==> config.mk <==
export PLATFORM = sky130hd
export DESIGN_NAME = rbcp_reg_bank
export DESIGN_NICKNAME = d
export VERILOG_FILES = /design/src/rtl/rbcp_pkg.sv /design/src/rtl/rbcp_reg_bank.sv
export SDC_FILE = /design/constraint.sdc
export NUM_CORES = 1
export LEC_CHECK = 0
export ABC_CLOCK_PERIOD_IN_PS = 9150
export BUFFER_PORTS_ARGS = -buffer_cell sky130_fd_sc_hd__buf_2
export CAP_MARGIN = 20
export CORE_AREA = 2 2 132 134
export DETAILED_ROUTE_END_ITERATION = 10
export DIE_AREA = 0 0 134 136
export PLACE_DENSITY = 0.85
export SYNTH_ARGS = -nofsm -noshare
export SYNTH_HDL_FRONTEND = slang
export SYNTH_SLANG_ARGS = --single-unit
export TNS_END_PERCENT = 20
==> constraint.sdc <==
create_clock -name USRCLK -period 9.15 [get_ports USRCLK]
set_input_delay 2.745 -clock USRCLK [delete_from_list [all_inputs] [get_ports USRCLK]]
set_output_delay 2.745 -clock USRCLK [all_outputs]
set_load 0.05 [all_outputs]
==> src/rtl/rbcp_pkg.sv <==
// Shared RBCP bus constants and the slave handshake state type.
package rbcp_pkg;

  localparam int RBCP_ADDR_W = 32;
  localparam int RBCP_DATA_W = 8;

  typedef enum logic {
    IDLE = 1'b0,
    ACK  = 1'b1
  } rbcp_state_t;

endpackage

==> src/rtl/rbcp_reg_bank.sv <==
// RBCP slow-control register slave: NUM_CTRL R/W control bytes, NUM_STAT read-only
// status bytes, fixed 1-cycle ACK latency, per-byte write/read strobes.
module rbcp_reg_bank
  import rbcp_pkg::*;
#(
  parameter logic [RBCP_ADDR_W-1:0] BASE_ADDR = 32'h0000_0000,
  parameter int                     NUM_CTRL  = 16,
  parameter int                     NUM_STAT  = 16,
  parameter logic [8*NUM_CTRL-1:0]  CTRL_INIT = '0,
  localparam int                    STAT_N    = (NUM_STAT > 0) ? NUM_STAT : 1
) (
  input  logic                   USRCLK,
  input  logic                   RST,
  input  logic                   RBCP_ACT,
  input  logic [RBCP_ADDR_W-1:0] RBCP_ADDR,
  input  logic                   RBCP_WE,
  input  logic [RBCP_DATA_W-1:0] RBCP_WD,
  input  logic                   RBCP_RE,
  output logic                   RBCP_ACK,
  output logic [RBCP_DATA_W-1:0] RBCP_RD,
  output logic [8*NUM_CTRL-1:0]  CTRL_REGS,
  output logic [NUM_CTRL-1:0]    CTRL_WSTB,
  input  logic [8*STAT_N-1:0]    STAT_REGS,
  output logic [STAT_N-1:0]      STAT_RSTB
);

  rbcp_state_t            state;
  logic                   ack_p1;
  logic [RBCP_DATA_W-1:0] rd_p1;
  logic [8*NUM_CTRL-1:0]  ctrl_p1;
  logic [NUM_CTRL-1:0]    wstb_p1;
  logic [STAT_N-1:0]      rstb_p1;

  logic [RBCP_ADDR_W-1:0] off;
  logic [RBCP_ADDR_W-1:0] stat_off;
  logic                   ctrl_hit;
  logic                   stat_hit;
  logic                   accept;
  logic [RBCP_DATA_W-1:0] rd_sel;

  // Stage p0: address decode and read mux; addresses below BASE wrap to huge offsets and miss
  always_comb begin
    off      = RBCP_ADDR - BASE_ADDR;
    stat_off = off - 32'(NUM_CTRL);
    ctrl_hit = (off < 32'(NUM_CTRL));
    stat_hit = (off >= 32'(NUM_CTRL)) && (off < 32'(NUM_CTRL + NUM_STAT));
    accept   = (state == IDLE) && RBCP_ACT && (RBCP_WE || RBCP_RE) && (ctrl_hit || stat_hit);
    rd_sel   = '0;
    for (int i = 0; i < NUM_CTRL; i++)
      if (ctrl_hit && (off == 32'(i))) rd_sel = ctrl_p1[8*i +: 8];
    for (int j = 0; j < NUM_STAT; j++)
      if (stat_hit && (stat_off == 32'(j))) rd_sel = STAT_REGS[8*j +: 8];
  end

  // Stage p1: registered response; write takes priority over a simultaneous read
  always_ff @(posedge USRCLK) begin
    if (RST) begin
      state   <= IDLE;
      ack_p1  <= 1'b0;
      rd_p1   <= '0;
      ctrl_p1 <= CTRL_INIT;
      wstb_p1 <= '0;
      rstb_p1 <= '0;
    end else begin
      ack_p1  <= 1'b0;
      rd_p1   <= '0;
      wstb_p1 <= '0;
      rstb_p1 <= '0;
      case (state)
        IDLE: begin
          if (accept) begin
            state  <= ACK;
            ack_p1 <= 1'b1;
            if (RBCP_WE) begin
              for (int i = 0; i < NUM_CTRL; i++) begin
                if (ctrl_hit && (off == 32'(i))) begin
                  ctrl_p1[8*i +: 8] <= RBCP_WD;
                  wstb_p1[i]        <= 1'b1;
                end
              end
            end else begin
              rd_p1 <= rd_sel;
              for (int j = 0; j < NUM_STAT; j++)
                if (stat_hit && (stat_off == 32'(j))) rstb_p1[j] <= 1'b1;
            end
          end
        end
        ACK:     state <= IDLE;
        default: state <= IDLE;
      endcase
    end
  end

  assign RBCP_ACK  = ack_p1;
  assign RBCP_RD   = rd_p1;
  assign CTRL_REGS = ctrl_p1;
  assign CTRL_WSTB = wstb_p1;
  assign STAT_RSTB = rstb_p1;

endmodule

# [Word-level counts from Yosys, hierarchy flattened]
# Index checks and enable logic that the tools add are counted.
[op_classes] reduce_logical=59 div_mod_pow=0 addsub=1 order_cmp=3 mux=66 bitwise=3 mul=0 eq_ne=30 n_shift=0
[op_table] cell="$eq 32x4->1 const B" count=16
[op_table] cell="$eq 32x3->1 const B" count=8
[op_table] cell="$mux 8" count=32
[op_table] cell="$eq 32x2->1 const B" count=4
[op_table] cell="$eq 32x1->1 const B" count=2
[op_table] cell="$logic_not 32->1" count=2
[op_table] cell="$reduce_and 4->1" count=16
[op_table] cell="$logic_and 1x1->1" count=36
[op_table] cell="$mux 1" count=33
[op_table] cell="$ge 32x5->1 const B" count=1
[op_table] cell="$lt 32x5->1 const B" count=1
[op_table] cell="$lt 32x6->1 const B" count=1
[op_table] cell="$sub 32x5->32 const B" count=1
[op_table] cell="$reduce_or 4->1" count=2
[op_table] cell="$not 1->1" count=3
[op_table] cell="$logic_or 1x1->1" count=2
[op_table] cell="$pmux 1 s2" count=1
[op_table] cell="$reduce_or 2->1" count=1
[word_totals] out_inout_bits=169 mem_count=0 romBits=0 register_bits=170 ramBits=0 latch_bits=0 wordCells=183

# [Depth between registers and ports, before layout]
[depth] ltp_word=34 mapped_depth=13 ltp_nobuf=10

# [Worst setup path before layout]
# No wires, ideal clock.
[synth_timing] path_type="input -> register" start="input port RBCP_ADDR[10]" end="register ctrl_p1[120] (netlist: CTRL_REGS[120])" n_path_buf=2 required_time_ns=9.022 stages=9 setup_slack_ns=4.047 arrival_ns=4.975 setup_time_ns=0.128 path_cell_list="or4_4 > or4_1 > buf_2 > nor2_4 > nand2_2 > buf_6 > nor3_4 > mux2i_1 > nor2_1"
[synth_between] elab_chain_len=5 elab_cells_between_ends=9
[synth_lines] element="start: declaration" line="rbcp_reg_bank.sv:15" rtl="input logic [RBCP_ADDR_W-1:0] RBCP_ADDR,"
[synth_lines] element="$ge 32x5->1 / $lt 32x6->1 (equally long branches)" line="rbcp_reg_bank.sv:46" rtl="stat_hit = (off >= 32'(NUM_CTRL)) && (off < 32'(NUM_CTRL + NUM_STAT));"
[synth_lines] element="$logic_and 1x1->1" line="rbcp_reg_bank.sv:46"
[synth_lines] element="$logic_or 1x1->1" line="rbcp_reg_bank.sv:47" rtl="accept = (state == IDLE) && RBCP_ACT && (RBCP_WE || RBCP_RE) && (ctrl_hit || stat_hit);"
[synth_lines] element="$logic_and 1x1->1" line="rbcp_reg_bank.sv:47"
[synth_lines] element="$reduce_and 4->1 (no source line) (*)"
[synth_lines] element="end signal: assignment" line="rbcp_reg_bank.sv:61" rtl="ctrl_p1 <= CTRL_INIT;"
[synth_lines] element="end signal: indexed assignment" line="rbcp_reg_bank.sv:77" rtl="ctrl_p1[8*i +: 8] <= RBCP_WD;"
[synth_lines] element="end: declaration" line="rbcp_reg_bank.sv:30" rtl="logic [8*NUM_CTRL-1:0] ctrl_p1;"
# Every way passes the cells marked *; elsewhere a longest branch is shown, timed or not.
# A chain may end at the register's enable or synchronous reset.

# [Final worst setup path]
[layout_timing] start="input port RBCP_ADDR[23]" end="register ctrl_p1[13] (netlist: CTRL_REGS[13])"
# The elaborated chain is that of the path after synthesis.

==> flow_metrics.py <==
metrics = {
    "synth": {
        "synth_area_leaders": "dfxtp_1 39%, nand2_1 9.0%, a21oi_1 8.1%",
        "syn_area_per_cell_um2": 7.820,
        "yosysMostFrequentCell": "nand2_1",
        "ys_ff_latch": 169,
        "ys_top_cells_by_count": "210 x nand2_1, 169 x dfxtp_1, 142 x a21oi_1, 112 x nor2_1",
        "synth_fp_nets": 1293,
        "synth_top_cell_area_share": 0.3863,
        "synth-edff-count": 0,
        "ys_seq_area_frac": 0.3863,
        "yosysTopAreaCell": "dfxtp_1",
        "yosysUniqueCellTypes": 63,
        "synth_cells": 1120,
        "yosysWarnings": 0,
        "synth_area_um2": 8758,
        "ys.flop_type": "dfxtp_1",
        "synthArstFlopShare": 0,
    },
    "clock_tree": {
        "cts_buffers": 17,
        "cts_tree": "built",
        "cts_buffer_depth": 2,
        "root_buffer": "clkbuf_16",
        "cts_resized": 0,
        "clock_latency_ps": 430,
        "path_clk_slew_ps": 70,
        "cts.htree.levels": 4,
        "cts_setup_buffers": 0,
        "cts.hold.buffers_added": 0,
        "cts.sinks": 169,
    },
    "timing": {
        "tns_ps": 0,
        "final_hold_viol_count": 0,
        "period_needed_ps": 6154,
        "max_freq_mhz": 162.5,
        "period_share": 0.6725,
        "slew_headroom": 0.3265,
        "holdWs_ps": 471.1,
        "final-max-slew-violation-count": 0,
        "fin_skew_ps": 9.035,
        "layout_setup_ws_ps": 2996,
        "worst_pin_slew_ps": 1007,
        "rsz0062_at_grt": "false",
        "final-setup-viol-count": 0,
    },
    "route": {
        "routed_wl_um": 38120,
        "drtIter0Drc": 1336,
        "drc_errors": 0,
        "viasPerCell": 6.269,
        "drtPass1Iterations": 6,
        "num_vias": 10230,
        "wire_per_inst_um": 23.36,
        "drtAntennaViolNets": 0,
    },
    "finish": {
        "fillerInstances": 1465,
        "multi_input_area_um2": 4962,
        "synthToLayoutAreaGrowth_pct": 25.91,
        "seq_area_um2": 3383,
        "fin_area_um2": 11030,
        "finalNetCount": 1566,
        "drive_gt1_frac": 0.3051,
    },
    "floorplan": {
        "initial_utilization": 0.5190,
        "io_pins": 342,
        "placement_rows": 48,
        "fp.coreArea_um2": 16880,
        "die_area_um2": 18220,
        "die_w_um": 134,
        "die_height_um": 136,
    },
    "placed_design": {
        "io_buffers": 341,
        "globalplace.congestion": 1.051,
        "dp_hpwl_um": 27130,
        "dpl_cell_area_um2": 10440,
        "place_ws_ps": 2766,
    },
    "setup_path": {
        "critPathLaunchType": "input port",
        "critPathMaxFanout": 36,
        "required_ps": 9420,
        "path_class": "input port to register",
        "worstSetupEndpointType": "register",
        "critical_path_arrival_ps": 6420,
    },
    "global_route": {
        "grt_pass1_wl_um": 55900,
        "grt_overflow": 0,
        "grt_pass1_vias": 9435,
        "grt_use_total": 0.4037,
        "antenna_found_initial": 1,
        "grt_max_degree": 95,
    },
    "status": {
        "run_status": "complete, no violations",
    },
    "power_and_ir_drop": {
        "p_leak_uw": 0.004842,
        "powerDensity_nw_per_um2": 147.3,
        "irDropWorstVdd_mv": 0.1328,
    },
    "job": {
        "maxCapViolations": 0,
    },
    "worst_hold_path": {
        "hp-class": "register to register",
    },
}
## critical path, cell delays in order
cell and delay, ps:
buf_2 100, nor4_1 390, nand4_1 390, or4_1 720, nor2_4 190, nand2_2 350
nor2_4 790, nand2_1 430, nand2_1 190, a21oi_1 90
## where the power goes
part | internal (uW) | total, uW | switching (uW)
Clock | 415 | 731 | 316
Sequential | 735 | 735 | 0.00000000837
Combinational | 54.8 | 159 | 104
Total | 1200 | 1620 | 420
## layout by cell type, fill, tap and decap left out, types with 12 or more instances in the layout
cell / n
clkbuf_16: 17
o21ai_0: 42
nor3_1: 16
mux2_2: 12
nor4_1: 18
nand3_1: 50
nor2_1: 111
buf_2: 338
mux4_2: 13
mux2i_1: 68
dfxtp_1: 169
nand2_1: 210
buf_4: 13
o22ai_1: 20
a21oi_1: 142
a31oi_1: 14
## routing by layer
metal,share of wire,track usage,vias up
li1,-,-,4551
met1,0.36,0.5137,4712
met2,0.46,0.6462,814
met3,0.12,0.09284,154
met4,0.054,0.2009,0
met5,0,0,-
## registers in the layout (all words and copies together), names as in the netlist
| signal | cells |
|---|---|
| RBCP_RD | 8 |
| CTRL_REGS | 128 |
| STAT_RSTB | 16 |
| CTRL_WSTB | 16 |
| state | 1 |
## worst paths after layout
kind / startpoint / endpoint / cells past startpoint / slack (ps)
max: RBCP_ADDR[23] / CTRL_REGS[13] / 10 / 3000
min: CTRL_REGS[42] / CTRL_REGS[42] / 2 / 470
max reg2reg: state / CTRL_REGS[13] / 7 / 6430
min reg2reg: CTRL_REGS[42] / CTRL_REGS[42] / 2 / 470
## through the flow
step,util,std cells,power [uW]
floorplan,-,1120,833.0
CTS,0.6533,1631,1619
detailed placement,0.6186,1599,904.9
finish,0.6535,1632,1625
global placement,0.6186,1599,905.2
global route,0.6535,1632,1665
## area by class of cell
cell class,instances,share of cell area
Antenna cell,1,0.0002269
Clock buffer,21,0.04084
Inverter,6,0.002042
Sequential cell,169,0.3068
Tap cell,225,0.02553
Timing Repair Buffer,351,0.1622
Clock inverter,11,0.01237
Multi-Input combinational cell,848,0.4500
## kinds of logic after synthesis
family / Yosys count / synth area share
DFF: 169 / 0.3863
buffers and inverters: 103 / 0.04743
and+or+nand+nor: 464 / 0.2404
AOI/OAI and AO/OA: 291 / 0.1993
muxes: 93 / 0.1266
Power figures use the tool's default switching activity.
